[config.mk]
export PLATFORM = sky130hd
export DESIGN_NAME = brg_frac_flat
export DESIGN_NICKNAME = d
export VERILOG_FILES = /design/src/rtl/brg_pkg.sv /design/src/rtl/brg_frac_if.sv /design/src/rtl/brg_frac_div.sv /design/src/rtl/brg_frac.sv /design/src/flat_wrapper.sv
export SDC_FILE = /design/constraint.sdc
export NUM_CORES = 1
export LEC_CHECK = 0
export CORE_ASPECT_RATIO = 0.9
export CORE_MARGIN = 2
export CORE_UTILIZATION = 56
export DETAILED_ROUTE_END_ITERATION = 7
export PLACE_DENSITY = 0.81
export SYNTH_ARGS = -nofsm -noshare
export SYNTH_HDL_FRONTEND = slang
export SYNTH_SLANG_ARGS = --single-unit
[constraint.sdc]
create_clock -name clk -period 2.95 [get_ports clk]
set_input_delay 0.295 -clock clk [delete_from_list [all_inputs] [get_ports clk]]
set_output_delay 0.295 -clock clk [all_outputs]
set_load 0.05 [all_outputs]
[src/rtl/brg_pkg.sv]
// Shared constants and reset-divisor arithmetic for the fractional baud rate generator.
package brg_pkg;

  localparam int unsigned SYS_CLK_DEF    = 50000000;
  localparam int unsigned BAUD_DEF       = 9600;
  localparam int unsigned OVERSAMPLE_DEF = 16;
  localparam int unsigned DIV_W_DEF      = 16;
  localparam int unsigned FRAC_W_DEF     = 4;
  localparam int unsigned OS_W           = $clog2(OVERSAMPLE_DEF);

  // Integer part of clk cycles per oversample tick.
  function automatic int unsigned brg_def_int(input longint unsigned sys_clk,
                                              input longint unsigned baud,
                                              input longint unsigned oversample);
    return 32'(sys_clk / (baud * oversample));
  endfunction

  // Rounded fractional part in 1/2^frac_w units, saturated so it never spills into the integer.
  function automatic int unsigned brg_def_frac(input longint unsigned sys_clk,
                                               input longint unsigned baud,
                                               input longint unsigned oversample,
                                               input int unsigned     frac_w);
    longint unsigned d;
    longint unsigned rem;
    longint unsigned q;
    longint unsigned lim;
    d   = baud * oversample;
    rem = sys_clk % d;
    q   = ((rem << frac_w) * 64'(2) + d) / (64'(2) * d);
    lim = (64'(1) << frac_w) - 64'(1);
    if (q > lim) q = lim;
    return 32'(q);
  endfunction

endpackage

[src/rtl/brg_frac_if.sv]
// Register-file side of the baud generator: divisor write port and active-divisor readback.
interface brg_frac_if #(
  parameter int unsigned DIV_W  = 16,
  parameter int unsigned FRAC_W = 4
);
  logic                    div_we;
  logic [DIV_W-1:0]        div_int;
  logic [FRAC_W-1:0]       div_frac;
  logic [DIV_W+FRAC_W-1:0] cur_div;

  modport master (output div_we, div_int, div_frac, input cur_div);
  modport slave  (input div_we, div_int, div_frac, output cur_div);
endinterface

[src/rtl/brg_frac_div.sv]
// Period down-counter with optional fractional accumulator; emits the registered rx tick.
// Accumulator and carry exist only when BRG_FRAC_EN is defined.
module brg_frac_div #(
  parameter int unsigned      DIV_W   = 16,
  parameter int unsigned      FRAC_W  = 4,
  parameter logic [DIV_W-1:0] RST_CNT = '0
) (
  input  logic              clk,
  input  logic              reset,
  input  logic              enable,
  input  logic              resync,
  input  logic [DIV_W-1:0]  ld_int,
  input  logic [FRAC_W-1:0] ld_frac,
  output logic              reload_c,
  output logic              rx_tick
);

  logic [DIV_W-1:0] cnt;
  logic [DIV_W-1:0] base;
  logic             carry;

  // A zero divisor behaves as one.
  assign base     = (ld_int == '0) ? '0 : ld_int - DIV_W'(1);
  assign reload_c = enable && !resync && (cnt == '0);

`ifdef BRG_FRAC_EN
  logic [FRAC_W-1:0] acc;
  logic [FRAC_W:0]   sum;

  assign sum   = {1'b0, acc} + {1'b0, ld_frac};
  assign carry = sum[FRAC_W];

  always_ff @(posedge clk) begin
    if (reset || resync) acc <= '0;
    else if (reload_c)   acc <= sum[FRAC_W-1:0];
  end
`else
  logic unused_ld_frac;
  assign unused_ld_frac = ^ld_frac;
  assign carry          = 1'b0;
`endif

  always_ff @(posedge clk) begin
    if (reset) begin
      cnt     <= RST_CNT;
      rx_tick <= 1'b0;
    end else begin
      rx_tick <= reload_c;
      if (resync)        cnt <= base;
      else if (reload_c) cnt <= base + DIV_W'(carry);
      else if (enable)   cnt <= cnt - DIV_W'(1);
    end
  end

endmodule

[src/rtl/brg_frac.sv]
// Runtime-programmable UART baud generator: oversample and bit clock-enable ticks.
// Define BRG_FRAC_EN to build the fractional divisor; otherwise div_frac is ignored.
module brg_frac import brg_pkg::*; #(
  parameter int unsigned SYS_CLK    = SYS_CLK_DEF,
  parameter int unsigned BAUD       = BAUD_DEF,
  parameter int unsigned OVERSAMPLE = OVERSAMPLE_DEF,
  parameter int unsigned DIV_W      = DIV_W_DEF,
  parameter int unsigned FRAC_W     = FRAC_W_DEF
) (
  input  logic       clk,
  input  logic       reset,
  input  logic       enable,
  input  logic       resync,
  brg_frac_if.slave  bus,
  output logic       rx_tick,
  output logic       tx_tick
);

  localparam int unsigned      OS_BITS = $clog2(OVERSAMPLE);
  localparam logic [DIV_W-1:0] DEF_INT =
    DIV_W'(brg_def_int(64'(SYS_CLK), 64'(BAUD), 64'(OVERSAMPLE)));
`ifdef BRG_FRAC_EN
  localparam logic [FRAC_W-1:0] DEF_FRAC =
    FRAC_W'(brg_def_frac(64'(SYS_CLK), 64'(BAUD), 64'(OVERSAMPLE), FRAC_W));
`else
  localparam logic [FRAC_W-1:0] DEF_FRAC = '0;
`endif

  logic [DIV_W-1:0]        act_int;
  logic [FRAC_W-1:0]       act_frac;
  logic [DIV_W-1:0]        sh_int;
  logic [FRAC_W-1:0]       sh_frac;
  logic                    pend;
  logic [OS_BITS-1:0]      os;
  logic [DIV_W+FRAC_W-1:0] cur_div_q;
  logic [FRAC_W-1:0]       wr_frac;
  logic                    reload_c;
  logic                    xfer_c;
  logic [DIV_W-1:0]        ld_int_c;
  logic [FRAC_W-1:0]       ld_frac_c;

`ifdef BRG_FRAC_EN
  assign wr_frac = bus.div_frac;
`else
  logic unused_div_frac;
  assign unused_div_frac = ^bus.div_frac;
  assign wr_frac         = '0;
`endif

  // Shadow moves to active at a reload edge, on resync, or at once while stopped.
  assign xfer_c    = pend && (resync || reload_c || !enable);
  assign ld_int_c  = xfer_c ? sh_int  : act_int;
  assign ld_frac_c = xfer_c ? sh_frac : act_frac;
  assign bus.cur_div = cur_div_q;

  brg_frac_div #(
    .DIV_W   (DIV_W),
    .FRAC_W  (FRAC_W),
    .RST_CNT (DEF_INT - DIV_W'(1))
  ) u_div (
    .clk      (clk),
    .reset    (reset),
    .enable   (enable),
    .resync   (resync),
    .ld_int   (ld_int_c),
    .ld_frac  (ld_frac_c),
    .reload_c (reload_c),
    .rx_tick  (rx_tick)
  );

  always_ff @(posedge clk) begin
    if (reset) begin
      act_int   <= DEF_INT;
      act_frac  <= DEF_FRAC;
      sh_int    <= DEF_INT;
      sh_frac   <= DEF_FRAC;
      pend      <= 1'b0;
      os        <= '0;
      tx_tick   <= 1'b0;
      cur_div_q <= {DEF_INT, DEF_FRAC};
    end else begin
      cur_div_q <= {act_int, act_frac};
      act_int   <= ld_int_c;
      act_frac  <= ld_frac_c;
      // A write in the same cycle as a transfer re-arms the shadow.
      if (bus.div_we) begin
        sh_int  <= bus.div_int;
        sh_frac <= wr_frac;
        pend    <= 1'b1;
      end else if (xfer_c) begin
        pend    <= 1'b0;
      end
      tx_tick <= reload_c && (os == OS_BITS'(OVERSAMPLE - 1));
      if (resync)        os <= '0;
      else if (reload_c) os <= os + OS_BITS'(1);
    end
  end

endmodule

[src/flat_wrapper.sv]
// flat-port wrapper written by rule: the top's interface ports become plain ports
module brg_frac_flat import brg_pkg::*;
#(
  parameter int unsigned SYS_CLK    = SYS_CLK_DEF,
  parameter int unsigned BAUD       = BAUD_DEF,
  parameter int unsigned OVERSAMPLE = OVERSAMPLE_DEF,
  parameter int unsigned DIV_W      = DIV_W_DEF,
  parameter int unsigned FRAC_W     = FRAC_W_DEF
)
  (clk, reset, enable, resync, rx_tick, tx_tick, bus_div_we, bus_div_int, bus_div_frac, bus_cur_div);
  brg_frac_if #(.DIV_W(DIV_W), .FRAC_W(FRAC_W)) bus_i ();
  input  logic clk;
  input  logic reset;
  input  logic enable;
  input  logic resync;
  output logic rx_tick;
  output logic tx_tick;
  input wire logic [$bits(bus_i.div_we)-1:0] bus_div_we;
  input wire logic [$bits(bus_i.div_int)-1:0] bus_div_int;
  input wire logic [$bits(bus_i.div_frac)-1:0] bus_div_frac;
  output wire logic [$bits(bus_i.cur_div)-1:0] bus_cur_div;
  assign bus_i.div_we = bus_div_we;
  assign bus_i.div_int = bus_div_int;
  assign bus_i.div_frac = bus_div_frac;
  assign bus_cur_div = bus_i.cur_div;
  brg_frac #(.SYS_CLK(SYS_CLK), .BAUD(BAUD), .OVERSAMPLE(OVERSAMPLE), .DIV_W(DIV_W), .FRAC_W(FRAC_W)) u_core (.clk(clk), .reset(reset), .enable(enable), .resync(resync), .bus(bus_i), .rx_tick(rx_tick), .tx_tick(tx_tick));
endmodule
* Word level (Yosys, flattened, before mapping)
Cells that the tools add are included.
** Word-level totals
- Logic and storage cells :: 32
- Flip-flop bits (word level) :: 71
- Input port bits :: 25
** Cells by class
- Add/subtract/negate cells :: 3
- Multiplexer cells :: 7
- Equality and inequality tests :: 1
- Reduce and logical (&&, ||, !) cells :: 13
** Operators by type and width (number)
- $mux 16 :: 5
- $logic_not 16->1 :: 2
- $sub 16x1->16 const B :: 2
- $add 4x1->4 const B :: 1
- $eq 4x4->1 const B :: 1
- $logic_and 1x1->1 :: 4
- $reduce_bool 3->1 :: 1
- $logic_not 1->1 :: 2
- $logic_or 1x1->1 :: 2
- $mux 1 :: 2
- $reduce_bool 2->1 :: 1
- $reduce_or 2->1 :: 1

* Logic depth before layout (Yosys ltp)
Gate-level depths: netlist of the first run.
- Depth in word-level cells :: 11
- Mapped depth :: 10
- Depth with buffers taken out :: 8

* By module
Synthesis of the first run repeated with hierarchy kept, for this count alone.
** Unflattened totals
- Cell total of the unflattened synthesis :: 398
- Area, all modules :: 3965.1 um2
** Modules (own cells, without submodules)
- brg_frac :: area each 2469.9 um2, cells an instance 204, times used 1
- brg_frac_div :: area each 1495.2 um2, cells an instance 194, times used 1

* Worst setup path before layout of the first run
No wires, ideal clock.
- Path type :: register -> register
- From :: register u_core.u_div.cnt[0]
- To :: register u_core.u_div.cnt[2]
- Library setup time :: 0.120 ns
- Slack :: 0.260 ns
- Required time :: 2.830 ns
- Arrival :: 2.571 ns
- Stages on the path, launching flop included :: 10
- Clock period less this slack :: 2.690 ns
- Cell sequence :: dfxtp_1 inv_1 ha_1 or3b_2 or4_1 buf_2 a21oi_4 mux2_4 buf_6 a211o_1
** On the way
- Word-level cells in the longest chain between the ends :: 10
- Elaborated cells between the ends (all ways) :: 14
- Classes of those cells :: 2 x add/sub; 5 x mux; 7 x reduce/logical
** RTL lines
- from (decl) :: RTL line brg_frac_div.sv:18 : logic [DIV_W-1:0] cnt;
- from (signal assigned) :: RTL line brg_frac_div.sv:49 : if (resync) cnt <= base;
- from (signal assigned) :: RTL line brg_frac_div.sv:50 : else if (reload_c) cnt <= base + DIV_W'(carry);
- from (signal assigned) :: RTL line brg_frac_div.sv:51 : else if (enable) cnt <= cnt - DIV_W'(1);
- $logic_not 16->1 :: RTL line brg_frac_div.sv:24 : assign reload_c = enable && !resync && (cnt == '0);
- $logic_and 1x1->1 :: RTL line brg_frac_div.sv:24
- $logic_or 1x1->1 (2 in a row) :: RTL line brg_frac.sv:51 : assign xfer_c = pend && (resync || reload_c || !enable);
- $logic_and 1x1->1 :: RTL line brg_frac.sv:51
- $mux 16 :: RTL line brg_frac.sv:52 : assign ld_int_c = xfer_c ? sh_int : act_int;
- $sub 16x1->16 / $logic_not 16->1 (equally long branches) :: RTL line brg_frac_div.sv:23 : assign base = (ld_int == '0) ? '0 : ld_int - DIV_W'(1);
- $mux 16 :: RTL line brg_frac_div.sv:23
- $mux 16 :: RTL line brg_frac_div.sv:50
- $mux 16 :: RTL line brg_frac_div.sv:49
Parallel ways exist; a longest one is shown, timed or not. The select of a mux whose other input is x is not followed.
A chain may end at the register's enable or synchronous reset.

* Worst setup path after layout of the first run
- From :: register u_core.u_div.cnt[0]
- To :: register u_core.u_div.cnt[1]
Same word-level chain as after synthesis.

==> flow_summary_export.csv, run 1 <==
group,metric,value,unit
setup_path,worstPathArrival,3.06,ns
clock_tree,path_clk_slew,0.07,ns
die,initial_core_util,58.1,%
synth,synthFlopType,"dfxtp_1",
routing,wl_per_cell,16.8,um
grt,grt_pass1_vias,3385,
clock_tree,clock_sinks,71,
placed_design,placed_cell_area,4330,um2
layout,finalNetCount,526,
synth,synth_area,3830,um2
die,die_y,82.4,um
grt,grt_max_degree,57,
status,status,"finished, final reports clean",
power_and_ir_drop,leakagePower,1.76,nW
power_and_ir_drop,p_sw_share,26.6,%
die,die_area,7510,um2
layout,diodes,0,
setup_path,critPathRequiredTime,3.15,ns
routing,drtAntennaViolNets,0,
placed_design,routabilityCongestion,0.930,
flow_run,max-cap-violations,0,
sta,slew-limit-headroom,30.0,%
synth,async_reset_ff_share,0,%
routing,wl,9950,um
clock_tree,ctsRootBufferMaster,"clkbuf_8",
setup_path,cp-end-kind,"register",
layout,multiInputGateArea,2240,um2
sta,period_minus_slack,2.86,ns
power_and_ir_drop,worst_ir_drop_vdd,0.323,mV
clock_tree,cts_tree,"done",
routing,vias,3653,
setup_path,crit_type,"register to register",
power_and_ir_drop,switchingPower,589,uW
sta,tns,0,ns
setup_path,worst_setup_path_start_kind,"register",
layout,drive_above_1_share,12.5,%
synth,yosysSeqAreaShare,37.1,%
die,core,6590,um2
synth,synth_edf_count,0,
synth,yosys.area.top_type_share,37.1,%
routing,drtPass1Iterations,5,
synth,netlist_top_cells_area,"dfxtp_1, mux2i_1, nor2_1",
sta,fmax,350,MHz
routing,wl_met2,4830,um
synth,yosys_warnings,0,
layout,area_delta_synth_final,19.4,%
clock_tree,cts_made_buffers,9,
die,dieWidth,91.1,um
power_and_ir_drop,p_comb_share,14.1,%
clock_tree,clockBufferDepth,2,
layout,finalInstanceArea,4570,um2
sta,hold_viol_final,0,
routing,drt_iter0_markers,319,
clock_tree,clk_latency,0.35,ns
sta,rsz0062_at_grt,"false",
grt,grt-ovfl-total,0,
power_and_ir_drop,p_clk_share,39.0,%
synth,syn_avg_cell_area,8.34,um2
sta,drv_slew,0,
routing,met3_length,684,um
sta,fin_skew,0.00775,ns
clock_tree,htreeDepth,3,
layout,fillers,549,
synth,syn_inst,459,
sta,finalSetupViolCount,0,
routing,drc,0,
die,io_pins,47,
die,core.rowCount,28,
grt,antenna_found_initial,0,
grt,grt_pass1_wl,15900,um
layout,seq_area,1420,um2
synth,yosysTopAreaCell,"dfxtp_1",
power_and_ir_drop,seq_power_share,46.9,%
power_and_ir_drop,p_int,1.63,mW
sta,worstMarginPinSlew,1.05,ns
routing,vias_per_cell,6.16,
synth,yosysUniqueCellTypes,66,
setup_path,critPathMaxFanout,12,
routing,dr.max_layer_used,"met4",
placed_design,io_buffers,38,
placed_design,dp_hpwl,6730,um
routing,wl_met1,4220,um
sta,period_share,97.0,%
worst_hold_path,min_path_type,"register to register",
power_and_ir_drop,powerDensity,485,nW/um2
grt,track_usage,26.9,%
synth,synth-seq-cells,71,
[critical path: stages (launching register included)]
cell and delay (ns):
dfxtp_1 0.32, inv_1 0.12, ha_1 0.16, or3b_2 0.52
or4_4 0.57, a21oi_4 0.22, mux2_4 0.41, a311oi_1 0.32
a211oi_1 0.08
[per-stage QoR]
step                power [mW]  utilization [%]  setup WS [ns]  hold slack (ns)  instances
finish                    2.21             69.3         0.0898            0.489        593
global route              2.30             69.3         0.0139            0.507        593
CTS                       2.22             69.1         0.0307            0.478        593
detailed placement        1.36             65.7         0.0783            0.477        577
global placement          1.35             65.7          0.119            0.471        577
floorplan                 1.26                -          0.260            0.424        462
[final timing paths]
path,start,endpoint,slack [ns],depth (start not counted)
max,u_core.u_div.cnt[0],u_core.u_div.cnt[1],0.09,8
min,u_core.act_int[11],u_core.bus.cur_div[15],0.49,1
max reg2reg,u_core.u_div.cnt[0],u_core.u_div.cnt[1],0.09,8
min reg2reg,u_core.act_int[11],u_core.bus.cur_div[15],0.49,1
[routing by layer]
metal,vias up,global-route usage (%)
met5,-,0
met4,0,13.9
met3,19,6.35
met2,155,46.7
met1,1738,31.6
li1,1741,-
[final cells by class]
class / count / share of cell area, %
multi-input cells: 349 / 49.1
flip-flops and latches: 71 / 31.1
repair buffers: 60 / 11.8
clock buffers: 11 / 3.10
well taps: 90 / 2.47
clock inverters: 5 / 1.78
inverters: 7 / 0.575
[cell usage in the layout (no fill, tap or decap), types with 5 or more instances in the layout]
cell             netlist  final
mux2i_1               31     31
nor3_1                20     20
clkdlybuf4s50_1        0     37
o211ai_1               5      5
nand3_1               13     13
nand2_1               38     38
nor2b_1               14     14
buf_4                  4     22
inv_1                  5      5
a31oi_1                5      5
nor4_1                12     12
or2_2                  8      8
or4_1                  7      6
dfxtp_1               71     71
xnor2_1                7      7
or3_1                  8      8
nand4_1                7      7
o21ai_0               16     15
a21oi_1               18     18
clkbuf_8               0     10
xor2_1                 7      7
nor2_1                53     53
[cells in the mapped netlist, types with 6 or more instances]
cell / count
dfxtp_1: 71
nor2_1: 53
nand2_1: 38
mux2i_1: 31
clkbuf_1: 22
nor3_1: 20
a21oi_1: 18
o21ai_0: 16
nor2b_1: 14
nand3_1: 13
nor4_1: 12
or2_2: 8
or3_1: 8
nand4_1: 7
or4_1: 7
xnor2_1: 7
xor2_1: 7
buf_2: 6
[kinds of logic (layout without fill, tap and decap cells)]
group / after synthesis / count (layout) / share of synthesized area (%)
AND/OR/NAND/NOR: 199 / 199 / 26.7
other: 1 / 4 / 0.0980
adder cells (fa/ha/maj): 3 / 3 / 0.981
AO/OA/AOI/OAI: 93 / 93 / 17.3
flip-flops: 71 / 71 / 37.1
multiplexers: 36 / 36 / 9.68
buffers and inverters: 42 / 83 / 4.91
XOR/XNOR: 14 / 14 / 3.20
[power groups by stage]
stage / sequential [mW] / clock, mW / combinational (mW)
3_5_place_dp: 1.06 / 0 / 0.305
4_1_cts: 1.04 / 0.879 / 0.308
5_1_grt: 1.04 / 0.918 / 0.338
2_1_floorplan: 1.06 / 0 / 0.205
6_report: 1.04 / 0.864 / 0.313
3_3_place_gp: 1.06 / 0 / 0.297
[state kept, by name, indices dropped and copies added (netlist names)]
signal / flops
u_core.act_int: 16
u_core.bus.cur_div: 16
u_core.os: 4
u_core.pend: 1
u_core.sh_int: 16
u_core.tx_tick: 1
u_core.u_div.cnt: 16
u_core.u_div.rx_tick: 1
[repair_timing]
item / CTS / global route
endpoints found under the setup margin: 0 / 4
hold endpoints to repair: 0 / 0
resized for setup: 0 / 4
buffers inserted: 0 / 0
hold buffers: 0 / 0
No activity file was read; power rests on OpenSTA's default activity.
==> run 2, diff against run 1 <==
Settings changed: CORE_ASPECT_RATIO 0.9 to 1.5.
==> run 2 against run 1 <==
Net effect: sequential power about the same; clock-buffer cell count unchanged; critical path type unchanged; clock skew up 0.0017 ns; register-to-register slack about the same; critical path depth unchanged; fmax up 0.13%; global-route usage down 0.19 points; largest power group unchanged.
==> flow_summary_export.csv, run 2 (synthesis gave the netlist of run 1 again) <==
group,metric,value,unit
sta,drv_slew,0,
layout,finalInstanceArea,4680,um2
routing,wl_per_cell,16.8,um
sta,finalSetupViolCount,0,
setup_path,cp-end-kind,"register",
setup_path,rr_worst_depth,8,
sta,period_minus_slack,2.86,ns
clock_tree,path_clk_slew,0.08,ns
layout,finalNetCount,539,
placed_design,routabilityCongestion,0.902,
layout,drive_above_1_share,15.1,%
power_and_ir_drop,powerDensity,481,nW/um2
routing,drtAntennaViolNets,0,
routing,vias,3742,
setup_path,worstPathArrival,3.07,ns
sta,slew-limit-headroom,30.4,%
placed_design,io_buffers,38,
clock_tree,ctsRootBufferMaster,"clkbuf_8",
clock_tree,htreeDepth,3,
setup_path,critPathMaxFanout,10,
die,die_y,105,um
grt,grt_max_degree,33,
die,core.rowCount,36,
routing,drtPass1Iterations,5,
status,status,"finished, final reports clean",
setup_path,crit_chain,"inv_1 > ha_1 > or3b_2 > or4_4 > a21oi_4 > mux2_4 > a311oi_1 > a211oi_1",
setup_path,cp_slowest_cell,"or4_4",
setup_path,r2r-end,"u_core.u_div.cnt[1]",
sta,period_share,96.8,%
sta,fmax,350,MHz
clock_tree,holdBufCountCts,0,
routing,vias_per_cell,6.32,
layout,layout_commonest_cell,"dfxtp_1",
sta,fin_skew,0.00941,ns
setup_path,critPathRequiredTime,3.16,ns
setup_path,critPathLaunch,"u_core.u_div.cnt[0]",
sta,worstMarginPinSlew,1.04,ns
setup_path,r2r-start,"u_core.u_div.cnt[0]",
die,core,6580,um2
die,initial_core_util,58.2,%
placed_design,placed_cell_area,4330,um2
setup_path,timing.reg2reg.setup_slack,0.09,ns
layout,area_delta_synth_final,22.2,%
die,dieWidth,71.5,um
layout,diodes,0,
flow_run,max-cap-violations,0,
die,die_area,7520,um2
layout,final_cell_mix,"dfxtp_1, nor2_1, nand2_1, clkdlybuf4s50_1, buf_4",
setup_path,crit_type,"register to register",
clock_tree,clk_latency,0.36,ns
placed_design,dp_hpwl,6750,um
sta,rsz0062_at_grt,"false",
worst_hold_path,min_path_type,"input port to register",
layout,fillers,517,
grt,track_usage,26.7,%
power_and_ir_drop,leakagePower,1.83,nW
routing,drc,0,
clock_tree,cts_tree,"done",
clock_tree,cts_made_buffers,9,
clock_tree,clockBufferDepth,2,
routing,drt_iter0_markers,290,
grt,grt-ovfl-total,0,
sta,hold_viol_final,0,
setup_path,endpoint,"u_core.u_div.cnt[1]",
grt,antenna_found_initial,0,
sta,tns,0,ns
clock_tree,clock_sinks,71,
die,io_pins,47,
grt,grt_pass1_vias,3500,
routing,wl,9970,um
power_and_ir_drop,worst_ir_drop_vdd,0.419,mV
grt,grt_pass1_wl,16100,um
setup_path,worst_setup_path_start_kind,"register",
setup_path,cpPeakStageDelay,0.58,ns
## run 2: where the power goes
group	internal (mW)	switching, mW
combinational	0.137	0.183
clock	0.522	0.368
sequential	0.994	0.0466
## run 2: worst max-delay path, delay by kind of cell, from the launching register on
family	cells	cell delay, ns
compound gates	3	0.63
fa+ha+maj	1	0.16
buf+inv	1	0.12
flops	1	0.33
mux	1	0.39
simple gates	2	1.08
## run 2: cell type report
cell class	instances	area, um2	share of cell area [%]
Multi-Input combinational cell	350	2260	48.4
Sequential cell	71	1420	30.4
Timing Repair Buffer	72	638	13.6
Clock buffer	11	151	3.24
Tap cell	76	95.1	2.03
Clock inverter	5	78.8	1.69
Inverter	7	26.3	0.562
## run 2: routing by layer
layer  up-vias  routed length, um  GRT usage [%]
met2       187               4850           44.6
li1       1771                  -              -
met3        36                705           4.88
met1      1748               4050           32.1
met4         0                360           13.9
met5         -                  0              0
## run 2: worst min-delay path by stage
stage | start | to | slack (ns) | depth (start not counted)
after global routing | reset | u_core.bus.cur_div[19] | 0.44 | 2
final | reset | u_core.act_int[14] | 0.42 | 2
after global placement | u_core.sh_int[3] | u_core.act_int[3] | 0.48 | 2
after floorplan | bus_div_int[0] | u_core.sh_int[0] | 0.42 | 2
after detailed placement | u_core.act_int[11] | u_core.bus.cur_div[15] | 0.48 | 1
after CTS | reset | u_core.act_int[14] | 0.41 | 2
## run 2: what timing repair did
item | 4_1_cts | 5_1_grt
gates resized for setup | 0 | 8
setup buffers | 0 | 10
endpoints found under the setup margin | 0 | 9
## run 2: per-stage QoR
step | utilization (%) | instances | power [mW] | hold slack (ns) | worst slack, ns
after floorplan | - | 462 | 1.26 | 0.424 | 0.260
after global placement | 65.8 | 565 | 1.36 | 0.475 | 0.171
after detailed placement | 65.8 | 565 | 1.36 | 0.484 | 0.0820
after CTS | 69.3 | 581 | 2.25 | 0.408 | 0.0325
after global routing | 71.1 | 592 | 2.33 | 0.441 | 0.0230
final | 71.1 | 592 | 2.25 | 0.418 | 0.0936
